--- src/rtl/aes_sbox_feeder_pkg.sv ---
// Shared definitions for the masked AES S-box feeder.
//   LfsrPoly   : Galois feedback mask for x^32 + x^22 + x^2 + x + 1
//   state_e    : feeder FSM encoding (StSeed, StRun)
//   blind_nrnd : blinding bits per blind group for a given share count
//   rnd_width  : total fresh random bits consumed per cycle
//   num_lfsr   : number of 32-bit LFSRs needed to cover a bit count
//   rotl32     : 32-bit rotate left, used to derive per-LFSR seeds
package aes_sbox_feeder_pkg;

    // Right-shifting Galois form: exponents 32, 22, 2 and 1 map to bits 31, 21, 1 and 0.
    localparam logic [31:0] LfsrPoly = 32'h8020_0003;

    typedef enum logic [0:0] {
        StSeed,
        StRun
    } state_e;

    function automatic int unsigned blind_nrnd(int unsigned shares);
        return shares * (shares - 1);
    endfunction

    function automatic int unsigned rnd_width(int unsigned shares, int unsigned nrnd);
        return 9 * shares * (shares - 1) + 6 * nrnd + 8 * (shares - 1);
    endfunction

    function automatic int unsigned num_lfsr(int unsigned width);
        return (width + 31) / 32;
    endfunction

    function automatic logic [31:0] rotl32(logic [31:0] v, int unsigned n);
        logic [63:0] d;
        d = {v, v} << (n % 32);
        return d[63:32];
    endfunction

endpackage

--- src/rtl/prng_lfsr32.sv ---
// Single 32-bit Galois LFSR with synchronous load and step enable.
//   clk_i   : clock
//   rst_i   : synchronous active-high reset, clears the state to zero
//   load_i  : load seed_i on this edge (wins over en_i)
//   seed_i  : value to load
//   en_i    : advance one step on this edge
//   state_o : current LFSR state
module prng_lfsr32
    import aes_sbox_feeder_pkg::*;
(
    input  logic        clk_i,
    input  logic        rst_i,
    input  logic        load_i,
    input  logic [31:0] seed_i,
    input  logic        en_i,
    output logic [31:0] state_o
);

    logic [31:0] state_q, state_d;

    always_comb begin
        state_d = state_q;
        if (load_i) begin
            state_d = seed_i;
        end else if (en_i) begin
            state_d = {1'b0, state_q[31:1]} ^ (state_q[0] ? LfsrPoly : 32'h0);
        end
    end

    always_ff @(posedge clk_i) begin
        if (rst_i) begin
            state_q <= '0;
        end else begin
            state_q <= state_d;
        end
    end

    assign state_o = state_q;

endmodule

--- src/rtl/aes_sbox_feeder.sv ---
// Masking front end and recombining back end for a pipelined masked AES S-box.
// Accepts unmasked bytes, splits them into SHARES Boolean shares with fresh PRNG
// masks, supplies all per-cycle randomness, tracks accepted bytes through the
// S-box latency and recombines the S-box output shares.
//   ClkxCI, RstxCI           : clock, synchronous active-high reset
//   SeedxDI, SeedValidxSI    : PRNG seed and load strobe (zero seeds are ignored)
//   InxDI, InValidxSI        : plaintext byte and valid
//   InReadyxSO               : high while the PRNG is seeded
//   _XxDO                    : masked shares to the S-box, share i at [8i+7:8i]
//   _Zmul*/_Zinv*/_Binv*xDO  : fresh randomness to the S-box
//   _QxDI                    : S-box output shares
//   QxDO, QValidxSO          : recombined result and valid
//   CountxDO                 : number of results delivered (wraps)
module aes_sbox_feeder
    import aes_sbox_feeder_pkg::*;
#(
    parameter int unsigned SHARES     = 2,
    parameter int unsigned LATENCY    = 4,
    parameter int unsigned BLIND_NRND = blind_nrnd(SHARES)
) (
    input  logic                            ClkxCI,
    input  logic                            RstxCI,
    input  logic [31:0]                     SeedxDI,
    input  logic                            SeedValidxSI,
    input  logic [7:0]                      InxDI,
    input  logic                            InValidxSI,
    output logic                            InReadyxSO,
    output logic [8*SHARES-1:0]             _XxDO,
    output logic [2*SHARES*(SHARES-1)-1:0]  _Zmul1xDO,
    output logic [2*SHARES*(SHARES-1)-1:0]  _Zmul2xDO,
    output logic [2*SHARES*(SHARES-1)-1:0]  _Zmul3xDO,
    output logic [SHARES*(SHARES-1)-1:0]    _Zinv1xDO,
    output logic [SHARES*(SHARES-1)-1:0]    _Zinv2xDO,
    output logic [SHARES*(SHARES-1)-1:0]    _Zinv3xDO,
    output logic [2*BLIND_NRND-1:0]         _Binv1xDO,
    output logic [2*BLIND_NRND-1:0]         _Binv2xDO,
    output logic [2*BLIND_NRND-1:0]         _Binv3xDO,
    input  logic [8*SHARES-1:0]             _QxDI,
    output logic [7:0]                      QxDO,
    output logic                            QValidxSO,
    output logic [15:0]                     CountxDO
);

    localparam int unsigned RndW    = rnd_width(SHARES, BLIND_NRND);
    localparam int unsigned NumLfsr = num_lfsr(RndW);
    localparam int unsigned MaskW   = 8 * (SHARES - 1);
    localparam int unsigned AuxW    = RndW - MaskW;
    localparam int unsigned ZmW     = 2 * SHARES * (SHARES - 1);
    localparam int unsigned ZiW     = SHARES * (SHARES - 1);
    localparam int unsigned BW      = 2 * BLIND_NRND;
    localparam int unsigned ZiOff   = 3 * ZmW;
    localparam int unsigned BOff    = ZiOff + 3 * ZiW;

    state_e                   state_q;
    logic                     ready_q;
    logic [NumLfsr*32-1:0]    bank;
    logic                     seed_load;
    logic                     lfsr_en;
    logic                     accept;
    logic [8*SHARES-1:0]      x_q, x_d;
    logic [AuxW-1:0]          aux_q;
    logic [LATENCY:0]         valid_q;
    logic [15:0]              count_q;
    logic [7:0]               share0;
    logic [7:0]               q_sum;

    assign seed_load = SeedValidxSI && (SeedxDI != 32'h0);
    assign lfsr_en   = (state_q == StRun);
    assign accept    = InValidxSI && ready_q;

    // PRNG bank: bits [MaskW-1:0] are the mask bytes, the rest feed the S-box randomness.
    for (genvar k = 0; k < NumLfsr; k++) begin : g_lfsr
        logic [31:0] seed_k;
        assign seed_k = rotl32(SeedxDI, k) ^ 32'(k);

        prng_lfsr32 u_lfsr (
            .clk_i   (ClkxCI),
            .rst_i   (RstxCI),
            .load_i  (seed_load),
            .seed_i  (seed_k),
            .en_i    (lfsr_en),
            .state_o (bank[32*k +: 32])
        );
    end

    if (NumLfsr * 32 > RndW) begin : g_pad
        logic unused_pad;
        assign unused_pad = ^bank[NumLfsr*32-1:RndW];
    end

    always_ff @(posedge ClkxCI) begin
        if (RstxCI) begin
            state_q <= StSeed;
            ready_q <= 1'b0;
        end else begin
            unique case (state_q)
                StSeed: begin
                    if (seed_load) begin
                        state_q <= StRun;
                        ready_q <= 1'b1;
                    end
                end
                StRun: begin
                    ready_q <= 1'b1;
                end
                default: begin
                    state_q <= StSeed;
                    ready_q <= 1'b0;
                end
            endcase
        end
    end

    // Idle cycles still emit fresh sharings of 0x00 so the S-box never sees static data.
    always_comb begin
        x_d    = '0;
        share0 = accept ? InxDI : 8'h00;
        for (int i = 1; i < SHARES; i++) begin
            x_d[8*i +: 8] = bank[8*(i-1) +: 8];
            share0        = share0 ^ bank[8*(i-1) +: 8];
        end
        x_d[7:0] = share0;
    end

    // Sampling the current PRNG state means a reseed on an accept edge uses the old masks.
    always_ff @(posedge ClkxCI) begin
        if (RstxCI) begin
            x_q     <= '0;
            aux_q   <= '0;
            valid_q <= '0;
            count_q <= '0;
        end else begin
            x_q     <= x_d;
            aux_q   <= bank[RndW-1:MaskW];
            valid_q <= {valid_q[LATENCY-1:0], accept};
            if (valid_q[LATENCY]) begin
                count_q <= count_q + 16'd1;
            end
        end
    end

    always_comb begin
        q_sum = 8'h00;
        for (int i = 0; i < SHARES; i++) begin
            q_sum = q_sum ^ _QxDI[8*i +: 8];
        end
    end

    assign InReadyxSO = ready_q;
    assign _XxDO      = x_q;
    assign _Zmul1xDO  = aux_q[0 +: ZmW];
    assign _Zmul2xDO  = aux_q[ZmW +: ZmW];
    assign _Zmul3xDO  = aux_q[2*ZmW +: ZmW];
    assign _Zinv1xDO  = aux_q[ZiOff +: ZiW];
    assign _Zinv2xDO  = aux_q[ZiOff+ZiW +: ZiW];
    assign _Zinv3xDO  = aux_q[ZiOff+2*ZiW +: ZiW];
    assign _Binv1xDO  = aux_q[BOff +: BW];
    assign _Binv2xDO  = aux_q[BOff+BW +: BW];
    assign _Binv3xDO  = aux_q[BOff+2*BW +: BW];
    assign QValidxSO  = valid_q[LATENCY];
    assign QxDO       = valid_q[LATENCY] ? q_sum : 8'h00;
    assign CountxDO   = count_q;

endmodule

--- config.mk ---
export PLATFORM = sky130hd
export DESIGN_NAME = aes_sbox_feeder
export DESIGN_NICKNAME = d
export VERILOG_FILES = /design/src/rtl/aes_sbox_feeder_pkg.sv /design/src/rtl/prng_lfsr32.sv /design/src/rtl/aes_sbox_feeder.sv
export SDC_FILE = /design/constraint.sdc
export NUM_CORES = 1
export LEC_CHECK = 0
export BUFFER_PORTS_ARGS = -buffer_cell sky130_fd_sc_hd__buf_2
export CORE_MARGIN = 2
export CORE_UTILIZATION = 54
export CTS_CLUSTER_SIZE = 25
export DETAILED_ROUTE_END_ITERATION = 12
export GPL_TIMING_DRIVEN = 0
export HOLD_SLACK_MARGIN = 0.02
export PLACE_DENSITY_LB_ADDON = 0.15
export SYNTH_ARGS = -nofsm -noshare
export SYNTH_HDL_FRONTEND = slang
export SYNTH_SLANG_ARGS = --single-unit
--- constraint.sdc ---
create_clock -name ClkxCI -period 2.13 [get_ports ClkxCI]
set_input_delay 0.426 -clock ClkxCI [delete_from_list [all_inputs] [get_ports ClkxCI]]
set_output_delay 0.426 -clock ClkxCI [all_outputs]
set_load 0.02 [all_outputs]
# Word-level counts from Yosys, hierarchy flattened
# Cells that the tools add are included.
# word_totals
regBits,133
wordCells,32
input_bits,60
output_inout_bits,72
# classes
n_addsub,1
n_reduce_logical,4
n_bitwise,6
eq_ne,1
mux,12
# op_table
op,count
$mux W32,6
$xor A31 B32 Y32,2
$reduce_bool A32 Y1,1
$add A16 B1 Y16 const B,1
$mux W8,2
$xor A8 B8 Y8,2
$mux W1,3
$logic_and A1 B1 Y1,2
$ne A2 B1 Y1 const B,1
$not A1 Y1,2
$pmux W1 S2,1
$reduce_bool A2 Y1,1

# Depth between registers and ports, before layout
# Gate-level depths: netlist (run 1).
# depth
word_depth,4
ltp_mapped,6

# Modules after synthesis
# Synthesis (run 1) repeated with hierarchy kept, for this count alone.
# hier_totals
cells_unflattened,537
area_unflattened_um2,5674.2
# modules_own_cells
module,cells_per_inst,area_per_inst_um2,instances
prng_lfsr32,148,1605.3,2
aes_sbox_feeder,241,2463.6,1

# Least setup slack after synthesis (run 1)
# OpenSTA, ideal clock, no wires.
# synth_path
path_kind,input -> register
from,input port SeedxDI[7]
to,register g_lfsr[0].u_lfsr.state_q[18]
n_path_buf,2
path_slack_ns,0.446
cell_stages,6
setup_ns,0.152
t_arrival_ns,1.532
cell_sequence,nor4_1 -> nand4_1 -> o21ai_2 -> buf_6 -> buf_12 -> a221oi_2
# synth_via
elab_chain_cells,3
elab_cells_between_ends,4
cone_classes,mux: 1; reduce/logical: 3
# synth_rtl
element,line,rtl
start: declaration,aes_sbox_feeder.sv:23,"input logic [31:0] SeedxDI,"
$reduce_bool A32 Y1 *,aes_sbox_feeder.sv:67,assign seed_load = SeedValidxSI && (SeedxDI != 32'h0);
$logic_and A1 B1 Y1 *,aes_sbox_feeder.sv:67,
$mux W32 / $reduce_bool A2 Y1 (equally long branches),-,
end signal: assignment,prng_lfsr32.sv:34,state_q <= state_d;
end: declaration,prng_lfsr32.sv:19,"logic [31:0] state_q, state_d;"
# Mark *: on every way between the ends. The rest lies on a longest branch, timed or not.
# A chain may end at the register's enable or synchronous reset.

# Worst setup path after layout (run 1)
# layout_path
from,register valid_q[4]
to,output port QxDO[4]
# layout_via
elab_chain_cells,1
# layout_rtl
element,line,rtl
start: declaration,aes_sbox_feeder.sv:62,logic [LATENCY:0] valid_q;
start signal: assignment,aes_sbox_feeder.sv:135,"valid_q <= {valid_q[LATENCY-1:0], accept};"
$mux W8,aes_sbox_feeder.sv:161,assign QxDO = valid_q[LATENCY] ? q_sum : 8'h00;
end: declaration,aes_sbox_feeder.sv:39,"output logic [7:0] QxDO,"
# No other way between the ends.

==> results.tsv, run 1 <==
metric	value	unit
status	complete, no violations	
overflow	0	
synth_area_leaders	dfxtp_1 (47%), a221oi_2 (13%), mux2i_1 (10%), nor2b_1 (4.9%), xor2_1 (3.7%)	
p_int	4.66	mW
drive_gt1_share	35.9	%
hpwlAfterDp	9330	µm
rsz0062_at_grt	false	
ys_seq_area_share	46.9	%
p_seq_share	43.8	%
synth_adder_area_share	0.221	%
synth_edf_count	0	
dieArea	11300	µm²
yosys_warnings	0	
crit_required	1.70	ns
start_kind	flop	
slew_viol_final	0	
hold_end	_XxDO[5]$_SDFF_PP0_	
power_density	877	nW/µm²
synth.most_common_cell	dfxtp_1	
dr.pass1.iters	5	
r2r_end	g_lfsr[0].u_lfsr.state_o[16]$_SDFFE_PP0P_	
areaGrowthSynthToFinish	24.6	%
syn_nets	570	
r2r-start	lfsr_en$_SDFF_PP0_	
grt_pass1_wl	20400	µm
yosys.area.top_type_share	46.9	%
cp_cell_sequence	clkbuf_2, and2_1, buf_2	
p_leak	3.01	nW
setup_ws	0.190	ns
place_congestion	0.892	
io_buffers	130	
numCtsBuffers	17	
combPwrFrac	11.2	%
cts_buffer_depth	2	
hp-start	InxDI[5]	
critPathCaptureType	output pin	
tightest_slew	0.802	ns
antenna_cells	0	
grt_antenna_before_repair	0	
syn_area	5670	µm²
vias	4383	
cts.repair_timing.setup_buffer_count	0	
synth_compound_area_share	17.0	%
setup_viol	0	
maxCapViolCount	0	
cts_num_sinks	133	
drc_errors	0	
hold_slack	0.217	ns
cp_max_fo	10	
final.setup_skew	0.00747	ns
cts.reportedPaths.clkPinSlew	0.06	ns
ant_nets	0	
avgRoutedWirePerCell	15.9	µm
synth_top_flop_cell	dfxtp_1	
grt_pass1_vias	4264	
synth.area.mux_share	11.0	%
fin_nets	719	
crit_type	reg2out	
pwr-share-clk	45.1	%
synth-simple-area-share	15.0	%
grt_start_max_net_pins	17	
synth_top_family_by_area	compound AO/OA/AOI/OAI gates	
min_path_cells	4	
synthXorXnorAreaFrac	5.09	%
die_h	107	µm
clock_latency	0.53	ns
core_area	10300	µm²
switching_share	24.9	%
max_freq	515	MHz
dr.first_iter.drc_count	164	
synth_common_cells	dfxtp_1 (133), mux2i_1 (59), nor2_1 (53), a221oi_2 (50), nor2b_1 (44)	
cts_root_buffer	clkbuf_8	
cpPeakStageDelay	0.41	ns
synthArstFlopShare	0	%
critPathArrivalTime	1.51	ns
fp-row-count	37	
avgSynthCellArea	11.1	µm²
hold_viol_final	0	
rrSetupSlack	0.49	ns
viasPerCell	5.43	
synth_top_area_cell	dfxtp_1	
yosysUniqueCellTypes	39	
post-route-period-util	91.1	%
hold_path_class	in2reg	
netlist_instances	509	
worst-r2r-cell-count	4	
io_pins	132	
cts_tree	built	
grt_use_total	23.0	%
peakVddDrop	0.441	mV
yosys_register_bits	133	
crit_slowest_cell	dfxtp_1	
p_switching	1.54	mW
slew_headroom	46.6	%
start_util	55.2	%
routed_wl	12800	µm
cts_max_level	4	
place_ws	-0.0641	ns
die_w	107	µm
period_needed	1.94	ns
power groups by stage:
stage	combinational (mW)	clock, mW	sequential, mW
2_1_floorplan	0.427	0	2.81
3_5_place_dp	0.692	0	2.77
5_1_grt	0.751	2.94	2.73
6_report	0.692	2.79	2.71
3_3_place_gp	0.678	0	2.76
4_1_cts	0.697	2.82	2.71
per-layer routing:
| layer | share of wire (%) | track usage (%) | vias up |
|---|---|---|---|
| met4 | 2.2 | 9.74 | 0 |
| met1 | 44 | 29.1 | 2086 |
| li1 | - | - | 2135 |
| met2 | 48 | 37.9 | 140 |
| met3 | 5.7 | 5.40 | 22 |
| met5 | 0 | 0 | - |
area by class of cell:
cell class / instances / area [µm²]
multi-input combinational: 332 / 2740
timing repair buffer: 130 / 651
clock inverter: 12 / 130
inverter: 3 / 11.3
buffer: 41 / 263
sequential: 133 / 2660
clock buffer: 20 / 445
tap: 136 / 170
fill: 813 / 3210
critical path: cells and delay by family (launching register included):
kind / cells / cell delay [ns]
and+or+nand+nor: 1 / 0.17
DFF: 1 / 0.41
buffers and inverters: 2 / 0.40
flip-flops by register name, indices dropped and copies added, names as in the netlist:
| signal | cells |
|---|---|
| CountxDO | 16 |
| InReadyxSO | 1 |
| _XxDO | 16 |
| aux_q | 30 |
| g_lfsr.u_lfsr.state_o | 64 |
| lfsr_en | 1 |
| valid_q | 5 |
worst max-delay path by stage:
stage / from / endpoint / cells after the start
2_1_floorplan: SeedxDI[7] / g_lfsr[0].u_lfsr.state_o[18]$_SDFFE_PP0P_ / 6
3_3_place_gp: SeedxDI[7] / g_lfsr[0].u_lfsr.state_o[27]$_SDFFE_PP0P_ / 7
3_5_place_dp: SeedxDI[7] / g_lfsr[0].u_lfsr.state_o[30]$_SDFFE_PP0P_ / 7
4_1_cts: valid_q[4]$_SDFF_PP0_ / QxDO[4] / 3
5_1_grt: valid_q[4]$_SDFF_PP0_ / QxDO[4] / 3
6_report: valid_q[4]$_SDFF_PP0_ / QxDO[4] / 3
cells by family (layout without fill, tap and decap cells):
logic type,Yosys count,count (layout)
xor+xnor,33,33
flops,133,133
simple gates,156,156
compound gates,80,80
mux,62,62
fa+ha+maj,1,1
buf+inv,44,206
timing repair:
action,4_1_cts,5_1_grt
gates resized for setup,0,2
endpoints found under the setup margin,0,8
hold buffers,0,0
endpoints found under the hold margin,0,0
cell usage in the layout, fill, tap and decap left out, types with 2 or more instances in the layout:
cell type     n
inv_1         3
nand2_1      17
a221oi_1      4
xor2_1       24
mux2_2        2
buf_6         6
xnor2_1       9
bufinv_16     2
and2_1       10
and4_2        2
buf_4         2
clkbuf_1     22
nand3_1       5
clkinvlp_4    2
nor2_1       53
o31ai_1       8
a21oi_1       4
a211oi_1      2
buf_12        3
a221oi_2     50
or3_1         2
buf_2       135
clkinv_4      4
clkinv_2      4
clkbuf_8      3
o2111ai_1     4
clkbuf_16    16
buf_1         3
nand4_1       6
and4_1        2
nor4_1        3
dfxtp_1     133
mux2i_1      59
nor2b_1      44
nor4_2        5
o21ai_0       6
and3_1        3
stage by stage:
step	total power [mW]	utilization, %	std cells	TNS (ns)	area (µm²)
finish	6.20	68.8	807	0	7070
global route	6.42	68.8	807	0	7070
CTS	6.23	68.8	807	0	7070
detailed placement	3.46	63.2	775	-1.55	6490
global placement	3.44	63.2	775	-0.147	6490
floorplan	3.23	-	509	0	5670
(Power assumes the default switching activity.)
==> run 2: changes to the inputs <==
- CORE_ASPECT_RATIO: not set -> 1.1
==> results.tsv, run 2 (same netlist as run 1, synthesis figures left out) <==
metric	value	unit	change
power_density	905	nW/µm²	was 877 nW/µm²
antenna_cells	0		unchanged
ant_nets	0		unchanged
die_w	102	µm	was 107 µm
start_kind	flop		unchanged
hold_end	_XxDO[6]$_SDFF_PP0_		was _XxDO[5]$_SDFF_PP0_
dr.first_iter.drc_count	273		was 164
cts.repair_timing.setup_buffer_count	0		unchanged
crit_required	1.70	ns	about the same
largest_register_ff_count	64		unchanged
cts_buffer_depth	2		unchanged
period_needed	1.96	ns	was 1.94 ns
hp-start	InxDI[6]		was InxDI[5]
grt_use_total	23.7	%	was 23.0%
cts_resized	0		unchanged
final_common_cell	buf_2		unchanged
p_int	4.91	mW	was 4.66 mW
pwr-share-clk	47.1	%	was 45.1%
final_cell_mix	buf_2 (135), dfxtp_1 (133), mux2i_1 (59), nor2_1 (53), a221oi_2 (50)		unchanged
multiInputGateArea	2740	µm²	unchanged
place_ws	-0.155	ns	was -0.0641 ns
tightest_slew	0.809	ns	was 0.802 ns
cts.reportedPaths.clkPinSlew	0.06	ns	about the same
drc_errors	0		unchanged
core_area	10300	µm²	about the same
io_pins	132		unchanged
dr.pass1.iters	4		was 5
grt_start_max_net_pins	17		unchanged
final.setup_skew	0.00764	ns	was 0.00747 ns
setup_viol	0		unchanged
p_switching	1.54	mW	about the same
post-route-period-util	91.8	%	was 91.1%
dieArea	11300	µm²	about the same
start_util	55.1	%	was 55.2%
vias	4360		was 4383
cts_tree	built		unchanged
hold_viol_final	0		unchanged
worst-r2r-cell-count	5		was 4
io_buffers	130		unchanged
fp-row-count	39		was 37
switching_share	23.9	%	was 24.9%
r2r-start	lfsr_en$_SDFF_PP0_		unchanged
rsz0062_at_grt	false		unchanged
clock_latency	0.41	ns	was 0.53 ns
place_congestion	0.876		was 0.892
fin_nets	719		unchanged
cp_max_fo	10		unchanged
viasPerCell	5.36		was 5.43
fillers	804		was 813
cts_hold_buf	0		unchanged
maxCapViolCount	0		unchanged
min_path_cells	4		unchanged
grt_pass1_vias	4430		was 4264
critPathCaptureType	output pin		unchanged
areaGrowthSynthToFinish	25.6	%	was 24.6%
numCtsBuffers	17		unchanged
cts_max_level	4		unchanged
total_power	6.45	mW	was 6.20 mW
slew_headroom	46.1	%	was 46.6%
status	complete, no violations		unchanged
die_h	112	µm	was 107 µm
crit_type	reg2out		unchanged
setup_ws	0.174	ns	was 0.190 ns
avgRoutedWirePerCell	16.2	µm	was 15.9 µm
overflow	0		unchanged
peakVddDrop	0.587	mV	was 0.441 mV
rrSetupSlack	0.47	ns	was 0.49 ns
max_freq	511	MHz	was 515 MHz
cts_num_sinks	133		unchanged
grt_pass1_wl	21300	µm	was 20400 µm
slew_viol_final	0		unchanged
hpwlAfterDp	9480	µm	was 9330 µm
p_leak	3.01	nW	about the same
hold_path_class	in2reg		unchanged
r2r_end	g_lfsr[1].u_lfsr.state_o[21]$_SDFFE_PP0P_		was g_lfsr[0].u_lfsr.state_o[16]$_SDFFE_PP0P_
routed_wl	13200	µm	was 12800 µm
combPwrFrac	10.8	%	was 11.2%
cts_root_buffer	clkbuf_16		was clkbuf_8
drive_gt1_share	35.8	%	was 35.9%
critPathArrivalTime	1.53	ns	was 1.51 ns
regArea	2660	µm²	unchanged
p_seq_share	42.1	%	was 43.8%
grt_antenna_before_repair	0		unchanged
-- run 2: changes by cell type in the layout (fill, tap and decap cells not counted), sizes merged --
| cell | previous run | this run |
|---|---|---|
| bufinv | 2 | 4 |
| clkbuf | 42 | 40 |
| clkinv | 8 | 5 |
| clkinvlp | 2 | 4 |
-- run 2: cell type report --
class	count	area share [%]
multi-input cells	332	38.4
flip-flops and latches	133	37.4
repair buffers	130	9.13
clock buffers	18	6.16
plain buffers	41	3.67
clock inverters	13	2.56
well taps	143	2.51
inverters	3	0.158
-- run 2: power groups by stage --
| stage | combinational [mW] | sequential (mW) | clock [mW] |
|---|---|---|---|
| 2_1_floorplan | 0.427 | 2.81 | 0 |
| 5_1_grt | 0.755 | 2.73 | 3.19 |
| 3_5_place_dp | 0.692 | 2.77 | 0 |
| 6_report | 0.695 | 2.71 | 3.04 |
| 3_3_place_gp | 0.678 | 2.76 | 0 |
| 4_1_cts | 0.698 | 2.71 | 3.08 |
-- run 2: metal layers --
layer	part of all wire (%)	global-route usage, %
met3	5.2	5.65
met5	0	0
met1	43	29.1
met4	1.3	8.11
met2	50	40.1
-- run 2: worst max-delay path, cell delays in order, from the launching register on --
cell      delay (ns)
dfxtp_1         0.41
clkbuf_1        0.35
and2_1          0.19
buf_2           0.17
-- run 2: worst max path at each step --
stage,from,endpoint,depth (start not counted)
6_report,valid_q[4]$_SDFF_PP0_,QxDO[2],3
5_1_grt,valid_q[4]$_SDFF_PP0_,QxDO[3],3
4_1_cts,valid_q[4]$_SDFF_PP0_,QxDO[2],3
3_5_place_dp,SeedxDI[7],g_lfsr[0].u_lfsr.state_o[29]$_SDFFE_PP0P_,7
3_3_place_gp,SeedxDI[7],g_lfsr[0].u_lfsr.state_o[27]$_SDFFE_PP0P_,7
2_1_floorplan,SeedxDI[7],g_lfsr[0].u_lfsr.state_o[18]$_SDFFE_PP0P_,6
-- run 2: per-stage QoR --
stage / TNS (ns) / std cells / utilization (%) / hold slack (ns) / cell area, µm²
floorplan: 0 / 509 / - / 0.414 / 5670
global placement: -5.23 / 782 / 63.2 / 0.421 / 6500
detailed placement: -5.32 / 782 / 63.2 / 0.432 / 6500
CTS: 0 / 813 / 69.2 / 0.326 / 7130
global route: 0 / 813 / 69.2 / 0.342 / 7130
finish: 0 / 813 / 69.2 / 0.339 / 7130
